==> config.mk <==
export PLATFORM = sky130hd
export DESIGN_NAME = dmem_arbiter_flat
export DESIGN_NICKNAME = d
export VERILOG_FILES = /design/src/rtl/dmem_pkg.sv /design/src/rtl/dmem_arbiter_if.sv /design/src/rtl/dmem_rr_arb.sv /design/src/rtl/dmem_arbiter.sv /design/src/flat_wrapper.sv
export SDC_FILE = /design/constraint.sdc
export NUM_CORES = 1
export LEC_CHECK = 0
export CAP_MARGIN = 0
export CORE_MARGIN = 4
export CORE_UTILIZATION = 48
export DETAILED_ROUTE_END_ITERATION = 8
export PLACE_DENSITY = 0.87
export SLEW_MARGIN = 20
export SYNTH_ARGS = -nofsm -noshare
export SYNTH_HDL_FRONTEND = slang
export SYNTH_SLANG_ARGS = --single-unit
export TNS_END_PERCENT = 1
==> constraint.sdc <==
create_clock -name clk -period 4.4 [get_ports clk]
set_input_delay 0.66 -clock clk [delete_from_list [all_inputs] [get_ports clk]]
set_output_delay 0.66 -clock clk [all_outputs]
set_load 0.05 [all_outputs]
==> src/rtl/dmem_pkg.sv <==
// Shared types and constants for the two-port data-memory arbiter.
package dmem_pkg;

  localparam int unsigned ADDR_W = 9;
  localparam int unsigned DATA_W = 32;

  typedef enum logic [1:0] {
    ST_IDLE   = 2'd0,
    ST_ACCESS = 2'd1,
    ST_RESP   = 2'd2
  } state_e;

  localparam logic REQ_CORE = 1'b0;
  localparam logic REQ_DMA  = 1'b1;

  // Request payload of the winning requester, latched at grant
  typedef struct packed {
    logic              we;
    logic [ADDR_W-1:0] addr;
    logic [DATA_W-1:0] wdata;
  } req_t;

  function automatic logic is_aligned(input logic [1:0] addr_lsb);
    return addr_lsb == 2'b00;
  endfunction

endpackage

==> src/rtl/dmem_arbiter_if.sv <==
// Requester and memory-side signal bundle of the data-memory arbiter.
interface dmem_arbiter_if #(
  parameter int unsigned ADDR_W = dmem_pkg::ADDR_W,
  parameter int unsigned DATA_W = dmem_pkg::DATA_W
) ();

  logic              req0, req1;
  logic              we0, we1;
  logic [ADDR_W-1:0] addr0, addr1;
  logic [DATA_W-1:0] wdata0, wdata1;
  logic              gnt0, gnt1;
  logic              done0, done1;
  logic              err0, err1;
  logic [DATA_W-1:0] rdata0, rdata1;
  logic              mem_read, mem_write;
  logic [ADDR_W-1:0] mem_addr;
  logic [DATA_W-1:0] mem_wdata;
  logic [DATA_W-1:0] mem_rdata;

  // Arbiter side
  modport slave (
    input  req0, req1, we0, we1, addr0, addr1, wdata0, wdata1, mem_rdata,
    output gnt0, gnt1, done0, done1, err0, err1, rdata0, rdata1,
           mem_read, mem_write, mem_addr, mem_wdata
  );

  // Requesters plus memory
  modport master (
    output req0, req1, we0, we1, addr0, addr1, wdata0, wdata1, mem_rdata,
    input  gnt0, gnt1, done0, done1, err0, err1, rdata0, rdata1,
           mem_read, mem_write, mem_addr, mem_wdata
  );

endinterface

==> src/rtl/dmem_rr_arb.sv <==
// Combinational 2-way round-robin pick; rr_ptr breaks ties only.
module dmem_rr_arb (
  input  logic req0_i,
  input  logic req1_i,
  input  logic rr_ptr_i,
  output logic valid_o_c,
  output logic id_o_c
);

  assign valid_o_c = req0_i | req1_i;
  assign id_o_c    = (req0_i & req1_i) ? rr_ptr_i : req1_i;

endmodule

==> src/rtl/dmem_arbiter.sv <==
// Round-robin sequencer sharing the word data memory between core and DMA.
module dmem_arbiter
  import dmem_pkg::*;
(
  input logic           clk,
  input logic           rst_n,
  dmem_arbiter_if.slave bus
);

  state_e              state_q, state_d;
  logic                rr_q, rr_d;
  logic                id_q, id_d;
  logic                we_q, we_d;
  logic                mis_q, mis_d;
  logic [DATA_W-1:0]   cap_q, cap_d;
  logic                gnt0_q, gnt0_d, gnt1_q, gnt1_d;
  logic                done0_q, done0_d, done1_q, done1_d;
  logic                err0_q, err0_d, err1_q, err1_d;
  logic [DATA_W-1:0]   rdata0_q, rdata0_d, rdata1_q, rdata1_d;
  logic                mem_read_q, mem_read_d, mem_write_q, mem_write_d;
  logic [ADDR_W-1:0]   mem_addr_q, mem_addr_d;
  logic [DATA_W-1:0]   mem_wdata_q, mem_wdata_d;

  logic                pick_valid_c;
  logic                pick_id_c;
  req_t                win_c;
  logic                win_aligned_c;

  dmem_rr_arb u_rr_arb (
    .req0_i    (bus.req0),
    .req1_i    (bus.req1),
    .rr_ptr_i  (rr_q),
    .valid_o_c (pick_valid_c),
    .id_o_c    (pick_id_c)
  );

  // Payload of whichever requester the picker selected
  always_comb begin
    win_c = '0;
    if (pick_id_c == REQ_DMA) begin
      win_c.we    = bus.we1;
      win_c.addr  = bus.addr1;
      win_c.wdata = bus.wdata1;
    end else begin
      win_c.we    = bus.we0;
      win_c.addr  = bus.addr0;
      win_c.wdata = bus.wdata0;
    end
    win_aligned_c = is_aligned(win_c.addr[1:0]);
  end

  always_comb begin
    state_d     = state_q;
    rr_d        = rr_q;
    id_d        = id_q;
    we_d        = we_q;
    mis_d       = mis_q;
    cap_d       = cap_q;
    gnt0_d      = 1'b0;
    gnt1_d      = 1'b0;
    done0_d     = 1'b0;
    done1_d     = 1'b0;
    err0_d      = 1'b0;
    err1_d      = 1'b0;
    rdata0_d    = rdata0_q;
    rdata1_d    = rdata1_q;
    mem_read_d  = 1'b0;
    mem_write_d = 1'b0;
    mem_addr_d  = mem_addr_q;
    mem_wdata_d = mem_wdata_q;

    case (state_q)
      ST_IDLE: begin
        if (pick_valid_c) begin
          id_d    = pick_id_c;
          we_d    = win_c.we;
          mis_d   = ~win_aligned_c;
          rr_d    = ~pick_id_c;
          gnt0_d  = (pick_id_c == REQ_CORE);
          gnt1_d  = (pick_id_c == REQ_DMA);
          // Strobes are registered here so they are live for the whole ACCESS cycle
          if (win_aligned_c) begin
            mem_read_d  = ~win_c.we;
            mem_write_d = win_c.we;
            mem_addr_d  = win_c.addr;
            mem_wdata_d = win_c.wdata;
          end
          state_d = ST_ACCESS;
        end
      end
      ST_ACCESS: begin
        if (mem_read_q) begin
          cap_d = bus.mem_rdata;
        end
        state_d = ST_RESP;
      end
      ST_RESP: begin
        if (id_q == REQ_DMA) begin
          done1_d = 1'b1;
          err1_d  = mis_q;
          if (!we_q && !mis_q) begin
            rdata1_d = cap_q;
          end
        end else begin
          done0_d = 1'b1;
          err0_d  = mis_q;
          if (!we_q && !mis_q) begin
            rdata0_d = cap_q;
          end
        end
        state_d = ST_IDLE;
      end
      default: state_d = ST_IDLE;
    endcase
  end

  always_ff @(posedge clk or negedge rst_n) begin
    if (!rst_n) begin
      state_q     <= ST_IDLE;
      rr_q        <= REQ_CORE;
      id_q        <= REQ_CORE;
      we_q        <= 1'b0;
      mis_q       <= 1'b0;
      cap_q       <= '0;
      gnt0_q      <= 1'b0;
      gnt1_q      <= 1'b0;
      done0_q     <= 1'b0;
      done1_q     <= 1'b0;
      err0_q      <= 1'b0;
      err1_q      <= 1'b0;
      rdata0_q    <= '0;
      rdata1_q    <= '0;
      mem_read_q  <= 1'b0;
      mem_write_q <= 1'b0;
      mem_addr_q  <= '0;
      mem_wdata_q <= '0;
    end else begin
      state_q     <= state_d;
      rr_q        <= rr_d;
      id_q        <= id_d;
      we_q        <= we_d;
      mis_q       <= mis_d;
      cap_q       <= cap_d;
      gnt0_q      <= gnt0_d;
      gnt1_q      <= gnt1_d;
      done0_q     <= done0_d;
      done1_q     <= done1_d;
      err0_q      <= err0_d;
      err1_q      <= err1_d;
      rdata0_q    <= rdata0_d;
      rdata1_q    <= rdata1_d;
      mem_read_q  <= mem_read_d;
      mem_write_q <= mem_write_d;
      mem_addr_q  <= mem_addr_d;
      mem_wdata_q <= mem_wdata_d;
    end
  end

  assign bus.gnt0      = gnt0_q;
  assign bus.gnt1      = gnt1_q;
  assign bus.done0     = done0_q;
  assign bus.done1     = done1_q;
  assign bus.err0      = err0_q;
  assign bus.err1      = err1_q;
  assign bus.rdata0    = rdata0_q;
  assign bus.rdata1    = rdata1_q;
  assign bus.mem_read  = mem_read_q;
  assign bus.mem_write = mem_write_q;
  assign bus.mem_addr  = mem_addr_q;
  assign bus.mem_wdata = mem_wdata_q;

endmodule
==> src/flat_wrapper.sv <==
// flat-port wrapper written by rule: the top's interface ports become plain ports
module dmem_arbiter_flat import dmem_pkg::*;
  (clk, rst_n, bus_req0, bus_req1, bus_we0, bus_we1, bus_addr0, bus_addr1, bus_wdata0, bus_wdata1, bus_mem_rdata, bus_gnt0, bus_gnt1, bus_done0, bus_done1, bus_err0, bus_err1, bus_rdata0, bus_rdata1, bus_mem_read, bus_mem_write, bus_mem_addr, bus_mem_wdata);
  dmem_arbiter_if bus_i ();
  input logic clk;
  input logic rst_n;
  input wire logic [$bits(bus_i.req0)-1:0] bus_req0;
  input wire logic [$bits(bus_i.req1)-1:0] bus_req1;
  input wire logic [$bits(bus_i.we0)-1:0] bus_we0;
  input wire logic [$bits(bus_i.we1)-1:0] bus_we1;
  input wire logic [$bits(bus_i.addr0)-1:0] bus_addr0;
  input wire logic [$bits(bus_i.addr1)-1:0] bus_addr1;
  input wire logic [$bits(bus_i.wdata0)-1:0] bus_wdata0;
  input wire logic [$bits(bus_i.wdata1)-1:0] bus_wdata1;
  input wire logic [$bits(bus_i.mem_rdata)-1:0] bus_mem_rdata;
  output wire logic [$bits(bus_i.gnt0)-1:0] bus_gnt0;
  output wire logic [$bits(bus_i.gnt1)-1:0] bus_gnt1;
  output wire logic [$bits(bus_i.done0)-1:0] bus_done0;
  output wire logic [$bits(bus_i.done1)-1:0] bus_done1;
  output wire logic [$bits(bus_i.err0)-1:0] bus_err0;
  output wire logic [$bits(bus_i.err1)-1:0] bus_err1;
  output wire logic [$bits(bus_i.rdata0)-1:0] bus_rdata0;
  output wire logic [$bits(bus_i.rdata1)-1:0] bus_rdata1;
  output wire logic [$bits(bus_i.mem_read)-1:0] bus_mem_read;
  output wire logic [$bits(bus_i.mem_write)-1:0] bus_mem_write;
  output wire logic [$bits(bus_i.mem_addr)-1:0] bus_mem_addr;
  output wire logic [$bits(bus_i.mem_wdata)-1:0] bus_mem_wdata;
  assign bus_i.req0 = bus_req0;
  assign bus_i.req1 = bus_req1;
  assign bus_i.we0 = bus_we0;
  assign bus_i.we1 = bus_we1;
  assign bus_i.addr0 = bus_addr0;
  assign bus_i.addr1 = bus_addr1;
  assign bus_i.wdata0 = bus_wdata0;
  assign bus_i.wdata1 = bus_wdata1;
  assign bus_i.mem_rdata = bus_mem_rdata;
  assign bus_gnt0 = bus_i.gnt0;
  assign bus_gnt1 = bus_i.gnt1;
  assign bus_done0 = bus_i.done0;
  assign bus_done1 = bus_i.done1;
  assign bus_err0 = bus_i.err0;
  assign bus_err1 = bus_i.err1;
  assign bus_rdata0 = bus_i.rdata0;
  assign bus_rdata1 = bus_i.rdata1;
  assign bus_mem_read = bus_i.mem_read;
  assign bus_mem_write = bus_i.mem_write;
  assign bus_mem_addr = bus_i.mem_addr;
  assign bus_mem_wdata = bus_i.mem_wdata;
  dmem_arbiter u_core (.clk(clk), .rst_n(rst_n), .bus(bus_i));
endmodule
==> results.json <==
{
  "status": "complete, no violations",
  "vias": 4043,
  "p_clk_frac": 0.172,
  "cts_resized": 0,
  "p_leak_uw": 0.00401,
  "seq_power_share": 0.318,
  "hold_viol": 0,
  "cts_setup_buffers": 0,
  "synth_nets": 501,
  "ys_warn_count": 0,
  "drc_errors": 0,
  "tns_ns": 0,
  "ys_top_cells_by_count": "151 x dfrtp_1, 136 x mux2_2, 38 x mux2_4, 13 x buf_2, 7 x nand2_1",
  "synth.top_cell.area_share": 0.608,
  "rows": 41,
  "drive_gt1_frac": 0.338,
  "period_share": 0.569,
  "crit_path_cell_trace": "clkdlybuf4s50_1 > nand2b_4 > a211o_1 > a21oi_4 > buf_4 > mux2_2",
  "max_stage_delay_ns": 0.58,
  "max_slew_margin": 0.343,
  "syn2layout_area_growth_pct": 48.7,
  "routed_wl_um": 15300,
  "hp-class": "primary input to async pin",
  "critical_path_class": "primary input to register",
  "vias_per_cell": 5.02,
  "synth.most_common_cell": "dfrtp_1",
  "finalSetupViolCount": 0,
  "grt_first_pass_wirelength_um": 23700,
  "avgRoutedWirePerCell_um": 19.0,
  "place.gp.congestion": 0.769,
  "combPwrFrac": 0.511,
  "core_area_um2": 12700,
  "die_w_um": 122,
  "dpl.hpwl_um": 11300,
  "grt_pass1_vias": 4544,
  "dieArea_um2": 14800,
  "cp_num_buf_inv": 2,
  "io_buffers": 232,
  "async_reset_ff_frac": 1.00,
  "overflow": 0,
  "io_pins": 233,
  "clockBufferDepth": 2,
  "finClkSkew_ns": 0.0134,
  "hold_buffers": 0,
  "rsz0062_at_grt": "false",
  "nFillCells": 848,
  "p_int_uw": 4460,
  "synthFlopType": "dfrtp_1",
  "cts_root_buf": "clkbuf_16",
  "cts_buffers": 17,
  "synth_area_leaders": "dfrtp_1 61%, mux2_2 25%, mux2_4 9.2%",
  "fmax_ghz": 0.399,
  "dp_slack_ns": 1.45,
  "crit_fanout": 41,
  "netlist_instances": 381,
  "ys_seq_elements": 151,
  "diodes": 0,
  "ant_nets": 0,
  "clkTransAtPathRegs_ns": 0.07,
  "end_kind": "register",
  "clock-sinks": 151,
  "period_needed_ns": 2.50,
  "max_cap_violations": 0,
  "start_kind": "primary input",
  "required_ns": 4.71,
  "critPathArrivalTime_ns": 2.81,
  "antenna_found_initial": 0,
  "netlist-cell-type-count": 22,
  "dr.pass1.iters": 4,
  "start_util": 0.491,
  "p_per_area_nw_per_um2": 843,
  "fin_ws_ns": 1.90,
  "swShare": 0.428,
  "htree_levels": 4,
  "yosys.area.top_type": "dfrtp_1",
  "crit_family": "buffers and inverters",
  "drv_slew": 0,
  "yosysSeqAreaShare": 0.608,
  "nets": 741,
  "worstMarginPinSlew_ns": 0.982,
  "synth-edff-count": 0,
  "tritoncts": "built",
  "die_h_um": 122,
  "syn-cell-area_um2": 6220,
  "peakVddDrop_mv": 0.446,
  "avgSynthCellArea_um2": 16.3,
  "crit_slowest_cell": "buf_4",
  "switchingPower_uw": 3330,
  "grt_max_degree": 79,
  "dr.first_iter.drc_count": 224,
  "clkLatencyLatePin_ns": 0.42,
  "track_usage": 0.210
}
cells in the final DEF (no fill, tap or decap):
cell	netlist	routed
o21ai_0	3	3
clkinv_2	0	3
buf_6	4	1
inv_6	0	2
a21oi_4	1	1
a21o_1	2	2
clkbuf_1	1	2
and3b_1	1	1
bufinv_16	0	1
mux2_4	38	38
mux2_2	136	136
clkdlybuf4s50_1	0	231
nor3b_1	1	1
clkinvlp_4	0	5
and2_1	3	3
clkbuf_16	0	17
nand3b_1	2	2
nand3_1	3	3
nand2b_4	1	1
dfrtp_1	151	151
nor2b_1	3	3
clkbuf_8	0	1
buf_4	0	7
nand2_2	0	1
a21oi_1	2	2
inv_1	1	1
nand2_1	7	6
a211o_1	1	1
nor2_1	6	6
mux2i_1	1	1
power groups by stage:
stage | registers [uW] | clock network [uW] | logic (uW)
after detailed placement | 2480 | 0 | 4010
after CTS | 2480 | 1360 | 4020
final | 2480 | 1340 | 3980
after global placement | 2430 | 0 | 3930
after floorplan | 4090 | 0 | 966
after global routing | 2560 | 1420 | 4130
stage by stage:
stage,hold WS (ns),util,area [um^2],instances,total power (uW)
5_1_grt,0.314,0.730,9250,805,8120
2_1_floorplan,0.364,-,6220,381,5060
6_report,0.264,0.730,9250,805,7790
3_5_place_dp,0.476,0.687,8700,774,6490
3_3_place_gp,0.462,0.687,8700,774,6350
4_1_cts,0.282,0.730,9250,805,7860
sequential cells by signal (all words and copies together), names as in the netlist, 2 cells and up:
name,count
u_core.bus.mem_addr,9
u_core.state_q,2
u_core.bus.mem_wdata,32
u_core.cap_q,32
u_core.bus.rdata1,32
u_core.bus.rdata0,32
cell families (layout without fill, tap and decap cells):
family,after synthesis,count (layout),synth area share
AOI/OAI and AO/OA,9,9,0.0105
buffers and inverters,19,271,0.0189
DFF,151,151,0.608
muxes,175,175,0.340
and+or+nand+nor,27,27,0.0235
path summary, 6_finish.rpt:
path / from / end / slack [ns] / cells after the start
max: bus_req0 / u_core.bus.mem_addr[2] / 1.90 / 6
min: rst_n / u_core.bus.rdata0[5] / 0.26 / 1
max reg2reg: u_core.rr_q / u_core.bus.mem_addr[2] / 2.23 / 5
min reg2reg: u_core.rr_q / u_core.rr_q / 0.49 / 1
max in group asynchronous: rst_n / u_core.bus.rdata1[25] / 3.16 / 2
min in group clk: u_core.rr_q / u_core.rr_q / 0.49 / 1
area by class of cell:
type                            instances  area, um^2  area share
Tap cell                              172         215      0.0233
Clock buffer                           20         447      0.0483
Timing Repair Buffer                  239        2380       0.257
Inverter                                1        3.75    0.000406
Clock inverter                         11         100      0.0108
Sequential cell                       151        3780       0.409
Multi-Input combinational cell        211        2330       0.252
routing by layer:
metal | GRT usage | vias to the layer above | share of wire
li1 | - | 1839 | -
met1 | 0.235 | 2005 | 0.38
met2 | 0.367 | 178 | 0.51
met3 | 0.0864 | 21 | 0.099
met4 | 0.0658 | 0 | 0.016
met5 | 0 | - | 0
Note: power is estimated with default switching activity, not from simulation.
